File: config.mk
export PLATFORM = sky130hd
export DESIGN_NAME = pong_match_ctrl
export DESIGN_NICKNAME = d
export VERILOG_FILES = /design/src/rtl/pong_match_ctrl.sv
export SDC_FILE = /design/constraint.sdc
export NUM_CORES = 1
export LEC_CHECK = 0
export ABC_CLOCK_PERIOD_IN_PS = 2920
export BUFFER_PORTS_ARGS = -buffer_cell sky130_fd_sc_hd__buf_4
export CORE_ASPECT_RATIO = 0.6
export CORE_UTILIZATION = 59
export DETAILED_ROUTE_END_ITERATION = 12
export PLACE_DENSITY = 0.81
export SLEW_MARGIN = 20
export SYNTH_ARGS = -nofsm -noshare
export SYNTH_HDL_FRONTEND = slang
export SYNTH_SLANG_ARGS = --single-unit
File: constraint.sdc
create_clock -name clk -period 2.92 [get_ports clk]
set_input_delay 0.438 -clock clk [delete_from_list [all_inputs] [get_ports clk]]
set_output_delay 0.438 -clock clk [all_outputs]
set_load 0.02 [all_outputs]
File: src/rtl/pong_match_ctrl.sv
// pong_match_ctrl: two-player match sequencer for the Pong game.
// Controls the graph unit (gra_still, launch, serve_dir), the 2-second timer
// (timer_start / timer_up) and the two BCD score counters through the phases
// IDLE, SERVE, PLAY, POINT, PAUSE and OVER.
// Ports:
//   clk, reset            clock, synchronous active-high reset
//   btn_start, btn_pause  debounced button levels (rising edge = event)
//   hit, miss_l, miss_r   one-cycle pulses from the graph unit
//   timer_up              level from the 2-second timer
//   gra_still             1 freezes the graph animation
//   launch, timer_start   one-cycle pulses
//   serve_dir             0 = launch toward right, 1 = toward left
//   score_l, score_r      two-digit BCD scores
//   rally                 hits since last launch (saturating)
//   winner                00 none, 01 left, 10 right
//   state                 phase code for the text/RGB multiplexer
module pong_match_ctrl #(
   parameter int unsigned WIN_SCORE = 11,
   parameter int unsigned RALLY_MAX = 255
) (
   input  logic       clk,
   input  logic       reset,
   input  logic       btn_start,
   input  logic       btn_pause,
   input  logic       hit,
   input  logic       miss_l,
   input  logic       miss_r,
   input  logic       timer_up,
   output logic       gra_still,
   output logic       launch,
   output logic       serve_dir,
   output logic       timer_start,
   output logic [7:0] score_l,
   output logic [7:0] score_r,
   output logic [7:0] rally,
   output logic [1:0] winner,
   output logic [2:0] state
);

   typedef enum logic [2:0] {
      StIdle  = 3'd0,
      StServe = 3'd1,
      StPlay  = 3'd2,
      StPoint = 3'd3,
      StPause = 3'd4,
      StOver  = 3'd5
   } st_e;

   // Winning score in BCD, fixed at elaboration.
   localparam logic [7:0] WIN_BCD   = {4'(WIN_SCORE / 10), 4'(WIN_SCORE % 10)};
   localparam logic [7:0] RALLY_SAT = 8'(RALLY_MAX);

   st_e  st_q;
   logic start_prev_q, pause_prev_q;
   logic start_ev, pause_ev;
   logic [7:0] score_l_inc, score_r_inc;

   function automatic logic [7:0] bcd_inc(input logic [7:0] v);
      logic [7:0] r;
      if (v[3:0] == 4'd9) begin
         r = (v[7:4] == 4'd9) ? 8'h00 : {v[7:4] + 4'd1, 4'd0};
      end else begin
         r = {v[7:4], v[3:0] + 4'd1};
      end
      return r;
   endfunction

   assign start_ev    = btn_start & ~start_prev_q;
   assign pause_ev    = btn_pause & ~pause_prev_q;
   assign score_l_inc = bcd_inc(score_l);
   assign score_r_inc = bcd_inc(score_r);
   assign state       = st_q;

   always_ff @(posedge clk) begin
      if (reset) begin
         st_q         <= StIdle;
         // Previous values start high so a button held through reset is no event.
         start_prev_q <= 1'b1;
         pause_prev_q <= 1'b1;
         gra_still    <= 1'b1;
         launch       <= 1'b0;
         timer_start  <= 1'b0;
         serve_dir    <= 1'b0;
         score_l      <= 8'h00;
         score_r      <= 8'h00;
         rally        <= 8'd0;
         winner       <= 2'b00;
      end else begin
         start_prev_q <= btn_start;
         pause_prev_q <= btn_pause;
         launch       <= 1'b0;
         timer_start  <= 1'b0;
         unique case (st_q)
            StIdle: begin
               if (start_ev) begin
                  score_l   <= 8'h00;
                  score_r   <= 8'h00;
                  winner    <= 2'b00;
                  rally     <= 8'd0;
                  serve_dir <= 1'b0;
                  st_q      <= StServe;
               end
            end
            StServe: begin
               if (start_ev) begin
                  launch    <= 1'b1;
                  rally     <= 8'd0;
                  gra_still <= 1'b0;
                  st_q      <= StPlay;
               end
            end
            StPlay: begin
               // Misses take priority over hit and pause in the same cycle.
               if (miss_l && miss_r) begin
                  timer_start <= 1'b1;
                  gra_still   <= 1'b1;
                  st_q        <= StPoint;
               end else if (miss_l) begin
                  score_r     <= score_r_inc;
                  serve_dir   <= 1'b1;
                  timer_start <= 1'b1;
                  gra_still   <= 1'b1;
                  if (score_r_inc == WIN_BCD) begin
                     winner <= 2'b10;
                     st_q   <= StOver;
                  end else begin
                     st_q   <= StPoint;
                  end
               end else if (miss_r) begin
                  score_l     <= score_l_inc;
                  serve_dir   <= 1'b0;
                  timer_start <= 1'b1;
                  gra_still   <= 1'b1;
                  if (score_l_inc == WIN_BCD) begin
                     winner <= 2'b01;
                     st_q   <= StOver;
                  end else begin
                     st_q   <= StPoint;
                  end
               end else begin
                  if (hit && rally != RALLY_SAT) begin
                     rally <= rally + 8'd1;
                  end
                  if (pause_ev) begin
                     gra_still <= 1'b1;
                     st_q      <= StPause;
                  end
               end
            end
            StPause: begin
               if (pause_ev) begin
                  gra_still <= 1'b0;
                  st_q      <= StPlay;
               end
            end
            StPoint: begin
               // timer_start high marks the entry cycle; a stale timer_up is ignored.
               if (timer_up && !timer_start) begin
                  st_q <= StServe;
               end
            end
            StOver: begin
               if (timer_up && !timer_start) begin
                  st_q <= StIdle;
               end
            end
            default: begin
               gra_still <= 1'b1;
               st_q      <= StIdle;
            end
         endcase
      end
   end

endmodule

==> results by group, run 1 <==
Drt
  • Per-cell routed wire length: 14.4 um
  • Vias per cell: 5.80
  • First-pass detailed-route iteration total: 5
  • Antenna Nets Post-Route: 0
  • Total via count after detailed routing: 1961
  • Number of design-rule violations left by the first detailed-router iteration: 161
  • Remaining DRCs: 0
  • DRT Wirelength: 4.87 mm

Timing
  • Unrepaired setup endpoints after global routing: false
  • Maximum operating frequency: 452 MHz
  • Max Clock Skew: 0.00779 ns
  • Max Slew Vio Count: 0
  • Period Utilization, post-route: 0.758
  • Clock period minus final worst setup slack: 2.21 ns
  • Number of endpoints with negative hold slack in the final report: 0
  • Least-Margin Pin Slew: 0.553 ns
  • Final total negative setup slack: 0 ns
  • Headroom to the max-slew limit: 0.631
  • Final-report setup violation count: 0
  • Final setup margin: 0.706 ns

Yosys
  • Net Count, Synth: 270
  • Prevailing post-synth register cell: dfxtp_1
  • Number of enable flip-flop cells after synthesis: 0
  • Mean area per synthesized cell: 8.04 um^2
  • Share of the yosys chip area belonging to registers: 0.334
  • Synthesized instance count: 261
  • Total standard cell area after synthesis: 2100 um^2
  • Synthesis-stage register bit count: 35
  • Total number of yosys warnings: 0
  • Number of unique standard cell types used by synthesis: 60
  • Async set-reset flop share out of synthesis: 0

Critical path
  • CP Data Arrival Time: 2.40 ns
  • Category of the worst setup path capture point: flip-flop
  • Crit Path Max Fanout: 17
  • Critical path startpoint category: flip-flop
  • Setup CP Type: reg -> reg
  • Required time worst endpoint: 3.10 ns

Hold path
  • Tightest Hold Check Type: in -> reg

Final layout
  • Layout cells sized above 1: 0.205
  • Antenna diode instance count: 0
  • Area occupied by multi-input gates: 1290 um^2
  • Final instance area: 2460 um^2
  • Cell Count, Final, Fillers Out: 338
  • Number of fill cells in the layout: 272
  • Area growth from synthesis to layout: 17.0%
  • Register Area: 701 um^2
  • NumNets Final: 301

Outcome
  • Status: complete, no violations

Clock tree
  • Clock Tree Buf Depth: 2
  • CTS tree: done
  • Cts repair resizes: 0
  • Count of H-tree levels built during CTS: 2
  • Clk sink count: 35
  • Worst-skew pair later-pin latency: 0.29 ns
  • Number of clock buffers inserted by TritonCTS: 5
  • Clk slew on worst S/H paths: 0.07 ns
  • Cts-stage hold buffer count: 0
  • Clock Tree Root: clkbuf_8
  • Post-CTS setup repair buffer count: 0

Floorplan
  • Die Wd: 79.0 um
  • Core box area: 3320 um^2
  • Boundary Pins: 41
  • Num rows: 16
  • Initial cell density of the core: 0.632
  • Total Die Area: 3810 um^2
  • Vertical die dimension: 48.2 um

Place
  • Area after DPL: 2380 um^2
  • Post-DP HPWL: 3.38 mm
  • Place WS: 0.834 ns
  • PortBufs: 40
  • Routability Congestion: 0.827
  • Number of placed cells counting well taps: 330

Pwr
  • Leakage: 0.911 nW
  • P per Cell Area: 359 nW/um^2
  • Worst IR drop on VDD: 0.326 mV
  • Total design power: 882 uW

GRT
  • Residual overflow from global routing: 0
  • Via count of the first global-routing pass: 1581
  • First-pass GRT wire length: 7.41 mm
  • Total GRT Usage: 0.259
  • Pin count of the biggest net entering global routing: 32
  • Antenna violations before repair: 0

Flow run
  • Number of maximum-capacitance constraint violations: 0
[critical path: stages (launching register included)]
cell and delay [ns]:
dfxtp_1 0.62, nor3b_1 0.54, o2111ai_2 0.40, a211oi_2 0.34, xnor2_1 0.15, nor2_1 0.05
[where the power goes]
part	switching, mW	total [mW]	internal, mW
Sequential	0.00401	0.485	0.481
Combinational	0.0380	0.0605	0.0225
Clock	0.169	0.337	0.167
[worst paths after layout]
kind | end | slack [ns] | start | depth (start not counted)
min reg2reg | rally[1]$_SDFFE_PP0P_ | 0.53 | rally[1]$_SDFFE_PP0P_ | 2
max reg2reg | rally[6]$_SDFFE_PP0P_ | 0.71 | state[1]$_SDFFE_PP0P_ | 5
min | pause_prev_q$_SDFF_PP1_ | 0.35 | btn_pause | 2
max | rally[6]$_SDFFE_PP0P_ | 0.71 | state[1]$_SDFFE_PP0P_ | 5
[placed cells by master, fill, tap and decap left out, types with 4 or more instances in the layout]
cell and n:
buf_4 40, dfxtp_1 35, nor2_1 31, nand2_1 21, a21oi_1 21, nor2b_1 13, nand3_1 11, o21ai_1 9
inv_1 8, xnor2_1 8, nand2b_1 6, a22oi_1 6, o21ai_0 5, a31oi_1 5, clkbuf_8 5, a22o_1 4
nor3b_1 4
[layer usage]
layer  track usage  share of wire  vias up
met1         0.371           0.51      893
met5             0              0        -
met3        0.0692          0.060        7
met4         0.105          0.011        0
met2         0.372           0.42       58
li1              -              -     1003
[cell type report]
class                           instances  area share
Timing Repair Buffer                   40       0.122
Clock inverter                          1     0.00204
Tap cell                               45      0.0229
Multi-Input combinational cell        202       0.524
Inverter                                8      0.0122
Sequential cell                        35       0.285
Clock buffer                            7      0.0311
[sequential cells by signal, summed over array words and instances, names as in the netlist]
name	flops
rally	8
score_l	8
score_r	8
state	3
winner	2
gra_still	1
launch	1
pause_prev_q	1
serve_dir	1
start_prev_q	1
timer_start	1
[synthesized netlist by cell type (all sizes together) (2+ instances only)]
master	instances	area, um^2
dfxtp	35	701
xnor2	8	70.1
nor2b	13	81.3
and2	2	12.5
nand3	11	55.1
nor3b	5	42.5
buf	7	46.3
nand3b	2	15.0
a211oi	4	45.1
a221oi	2	23.8
nand2	21	78.8
or4	3	22.5
clkbuf	9	33.8
or2	5	31.3
a31oi	5	31.3
nand4	3	33.8
a21oi	21	105
or3	2	12.5
nand4b	2	17.5
o21ai	14	70.1
and4bb	2	28.8
nor3	4	25.0
a311oi	2	17.5
a21o	3	22.5
nor2	31	116
inv	8	30.0
a22oi	6	45.0
a22o	4	35.0
a2111oi	2	36.3
nand2b	6	37.5
a31o	2	17.5
[metrics by stage]
| step | util | hold slack, ns |
|---|---|---|
| 2_1_floorplan | - | 0.523 |
| 3_3_place_gp | 0.715 | 0.481 |
| 3_5_place_dp | 0.715 | 0.508 |
| 4_1_cts | 0.739 | 0.346 |
| 5_1_grt | 0.739 | 0.348 |
| 6_report | 0.739 | 0.346 |
[cells by family (layout without fill, tap and decap cells)]
logic type,after synthesis,after routing,share of synthesized area
simple gates,117,117,0.310
compound gates,73,73,0.250
flops,35,35,0.334
buf+inv,24,56,0.0524
xor+xnor,9,9,0.0375
mux,2,2,0.0101
fa+ha+maj,1,1,0.00596
Power figures use the tool's default switching activity.
==> run 2: changes to the inputs <==
ABC_CLOCK_PERIOD_IN_PS = 2100   (was 2920)
CORE_UTILIZATION = 55   (was 59)
PLACE_DENSITY = 0.77   (was 0.81)
clock period = 2.1 ns   (was 2.92 ns; I/O delays follow)
==> run 2 against run 1 <==
Utilization is 1.1 points lower. Sequential cell count stayed put. Via count is 2.3% higher. Largest cell class unchanged. Largest power group unchanged. Highest routed layer unchanged.
==> results by group, run 2 (synthesized netlist as in run 1, its figures left out) <==
Floorplan
  • Boundary Pins: 41
  • Core box area: 3440 um^2
  • Num rows: 16
  • Initial cell density of the core: 0.610
  • Die Wd: 81.8 um
  • Vertical die dimension: 49.9 um
  • Total Die Area: 4080 um^2

Critical path
  • Required time worst endpoint: 2.26 ns
  • Crit Path Max Fanout: 9
  • Critical path cell sequence: or3b_1, or2_0, a211oi_2, xnor2_1, nor2_1
  • Critical path startpoint category: flip-flop
  • Master of the slowest instance on the critical path: or3b_1
  • Setup CP Type: reg -> reg
  • Category of the worst setup path capture point: flip-flop
  • CP Data Arrival Time: 2.05 ns
  • Delay of the slowest cell on the worst path: 0.49 ns

Flow run
  • Number of maximum-capacitance constraint violations: 0

Clock tree
  • Clock Tree Root: clkbuf_8
  • Clock Tree Buf Depth: 2
  • Post-CTS setup repair buffer count: 0
  • CTS tree: done
  • Count of H-tree levels built during CTS: 2
  • Worst-skew pair later-pin latency: 0.28 ns
  • Clk slew on worst S/H paths: 0.07 ns
  • Clk sink count: 35
  • Cts repair resizes: 0
  • Cts-stage hold buffer count: 0
  • Number of clock buffers inserted by TritonCTS: 5

Place
  • Post-DP HPWL: 3.52 mm
  • PortBufs: 40
  • Routability Congestion: 0.898

Drt
  • Antenna Nets Post-Route: 0
  • DRT Wirelength: 4.94 mm
  • Number of design-rule violations left by the first detailed-router iteration: 110
  • First-pass detailed-route iteration total: 4
  • Per-cell routed wire length: 14.4 um
  • Remaining DRCs: 0
  • Vias per cell: 5.83
  • Total via count after detailed routing: 2007

GRT
  • First-pass GRT wire length: 7.97 mm
  • Met1 usage in global routing: 0.373
  • Via count of the first global-routing pass: 1755
  • Antenna violations before repair: 0
  • Met2 GRT Util: 0.361
  • Pin count of the biggest net entering global routing: 32
  • Total GRT Usage: 0.255
  • Residual overflow from global routing: 0
  • Met3 usage: 0.0630
  • Global route hottest layer: met1

Pwr
  • Sw Ratio: 0.234
  • Flop pwr share: 0.560
  • Worst IR drop on VDD: 0.322 mV
  • P per Cell Area: 479 nW/um^2
  • Leakage: 0.950 nW
  • Clk network pwr share: 0.368
  • Internal power: 921 uW
  • Reported net switching power: 281 uW
  • Fraction of power consumed by combinational cells: 0.071

Timing
  • Max Clock Skew: 0.00651 ns
  • Maximum operating frequency: 530 MHz
  • Number of endpoints with negative hold slack in the final report: 0
  • Max Slew Vio Count: 0
  • Least-Margin Pin Slew: 0.600 ns
  • Final hold slack: 0.229 ns
  • Headroom to the max-slew limit: 0.600
  • Unrepaired setup endpoints after global routing: false
  • Final total negative setup slack: 0 ns
  • Final-report setup violation count: 0
  • Clock period minus final worst setup slack: 1.89 ns
  • Period Utilization, post-route: 0.899

Final layout
  • Most common cell after layout, fill and taps aside: buf_4
  • Area growth from synthesis to layout: 19.5%
  • NumNets Final: 309
  • Layout cells sized above 1: 0.224
  • Antenna diode instance count: 0
  • Number of fill cells in the layout: 291
  • Largest registers in the final layout: rally: 8 flops, score_l: 8 flops, score_r: 8 flops
  • Commonest cells after routing, fill and taps aside: 48 x buf_4, 35 x dfxtp_1, 31 x nor2_1

Hold path
  • Tightest Hold Check Type: in -> reg

Outcome
  • Status: complete, no violations
==> run 2: cell types whose count changed in the layout (fill, tap and decap cells not counted) <==
| cell | before | now |
|---|---|---|
| clkinv_2 | 1 | 0 |
| buf_4 | 40 | 48 |
| clkbuf_1 | 2 | 1 |
==> run 2: path summary, 6_finish.rpt <==
check,start,endpoint,slack (ns),cells past startpoint
max,state[1]$_SDFFE_PP0P_,rally[6]$_SDFFE_PP0P_,0.21,5
min,btn_start,start_prev_q$_SDFF_PP1_,0.23,2
max reg2reg,state[1]$_SDFFE_PP0P_,rally[6]$_SDFFE_PP0P_,0.21,5
min reg2reg,serve_dir$_SDFFE_PP0P_,serve_dir$_SDFFE_PP0P_,0.51,2
==> run 2: worst max-delay path, delay by kind of cell, from the launching register on <==
kind | cells | cell delay [ns]
xor gates and xnor gates | 1 | 0.14
and+or+nand+nor | 3 | 1.00
DFF | 1 | 0.33
AOI/OAI and AO/OA | 1 | 0.29
==> run 2: per-stage QoR <==
stage / power [mW] / util / instance area [um^2] / instances / setup slack, ns
final: 1.20 / 0.729 / 2510 / 344 / 0.212
after floorplan: 0.747 / - / 2100 / 261 / 0.258
after global placement: 0.773 / 0.707 / 2440 / 338 / 0.242
after CTS: 1.21 / 0.729 / 2510 / 344 / 0.210
after detailed placement: 0.773 / 0.707 / 2440 / 338 / 0.182
after global routing: 1.25 / 0.729 / 2510 / 344 / 0.110
==> run 2: power by group through the flow <==
stage	logic, mW	clock network, mW	registers [mW]
finish	0.0855	0.443	0.674
detailed placement	0.0843	0	0.689
CTS	0.0848	0.455	0.674
global route	0.0928	0.486	0.674
floorplan	0.0581	0	0.689
global placement	0.0840	0	0.689
==> run 2: final cells by class <==
class | count | area [um^2] | share of cell area
Multi-Input combinational cell | 202 | 1290 | 0.514
Sequential cell | 35 | 701 | 0.279
Timing Repair Buffer | 48 | 360 | 0.144
Clock buffer | 6 | 72.6 | 0.0289
Tap cell | 45 | 56.3 | 0.0224
Inverter | 8 | 30.0 | 0.0120
==> run 2: per-layer routing <==
layer | share of wire | vias up
li1 | - | 1017
met1 | 0.51 | 929
met2 | 0.42 | 57
met3 | 0.059 | 4
met4 | 0.0043 | 0
met5 | 0 | -
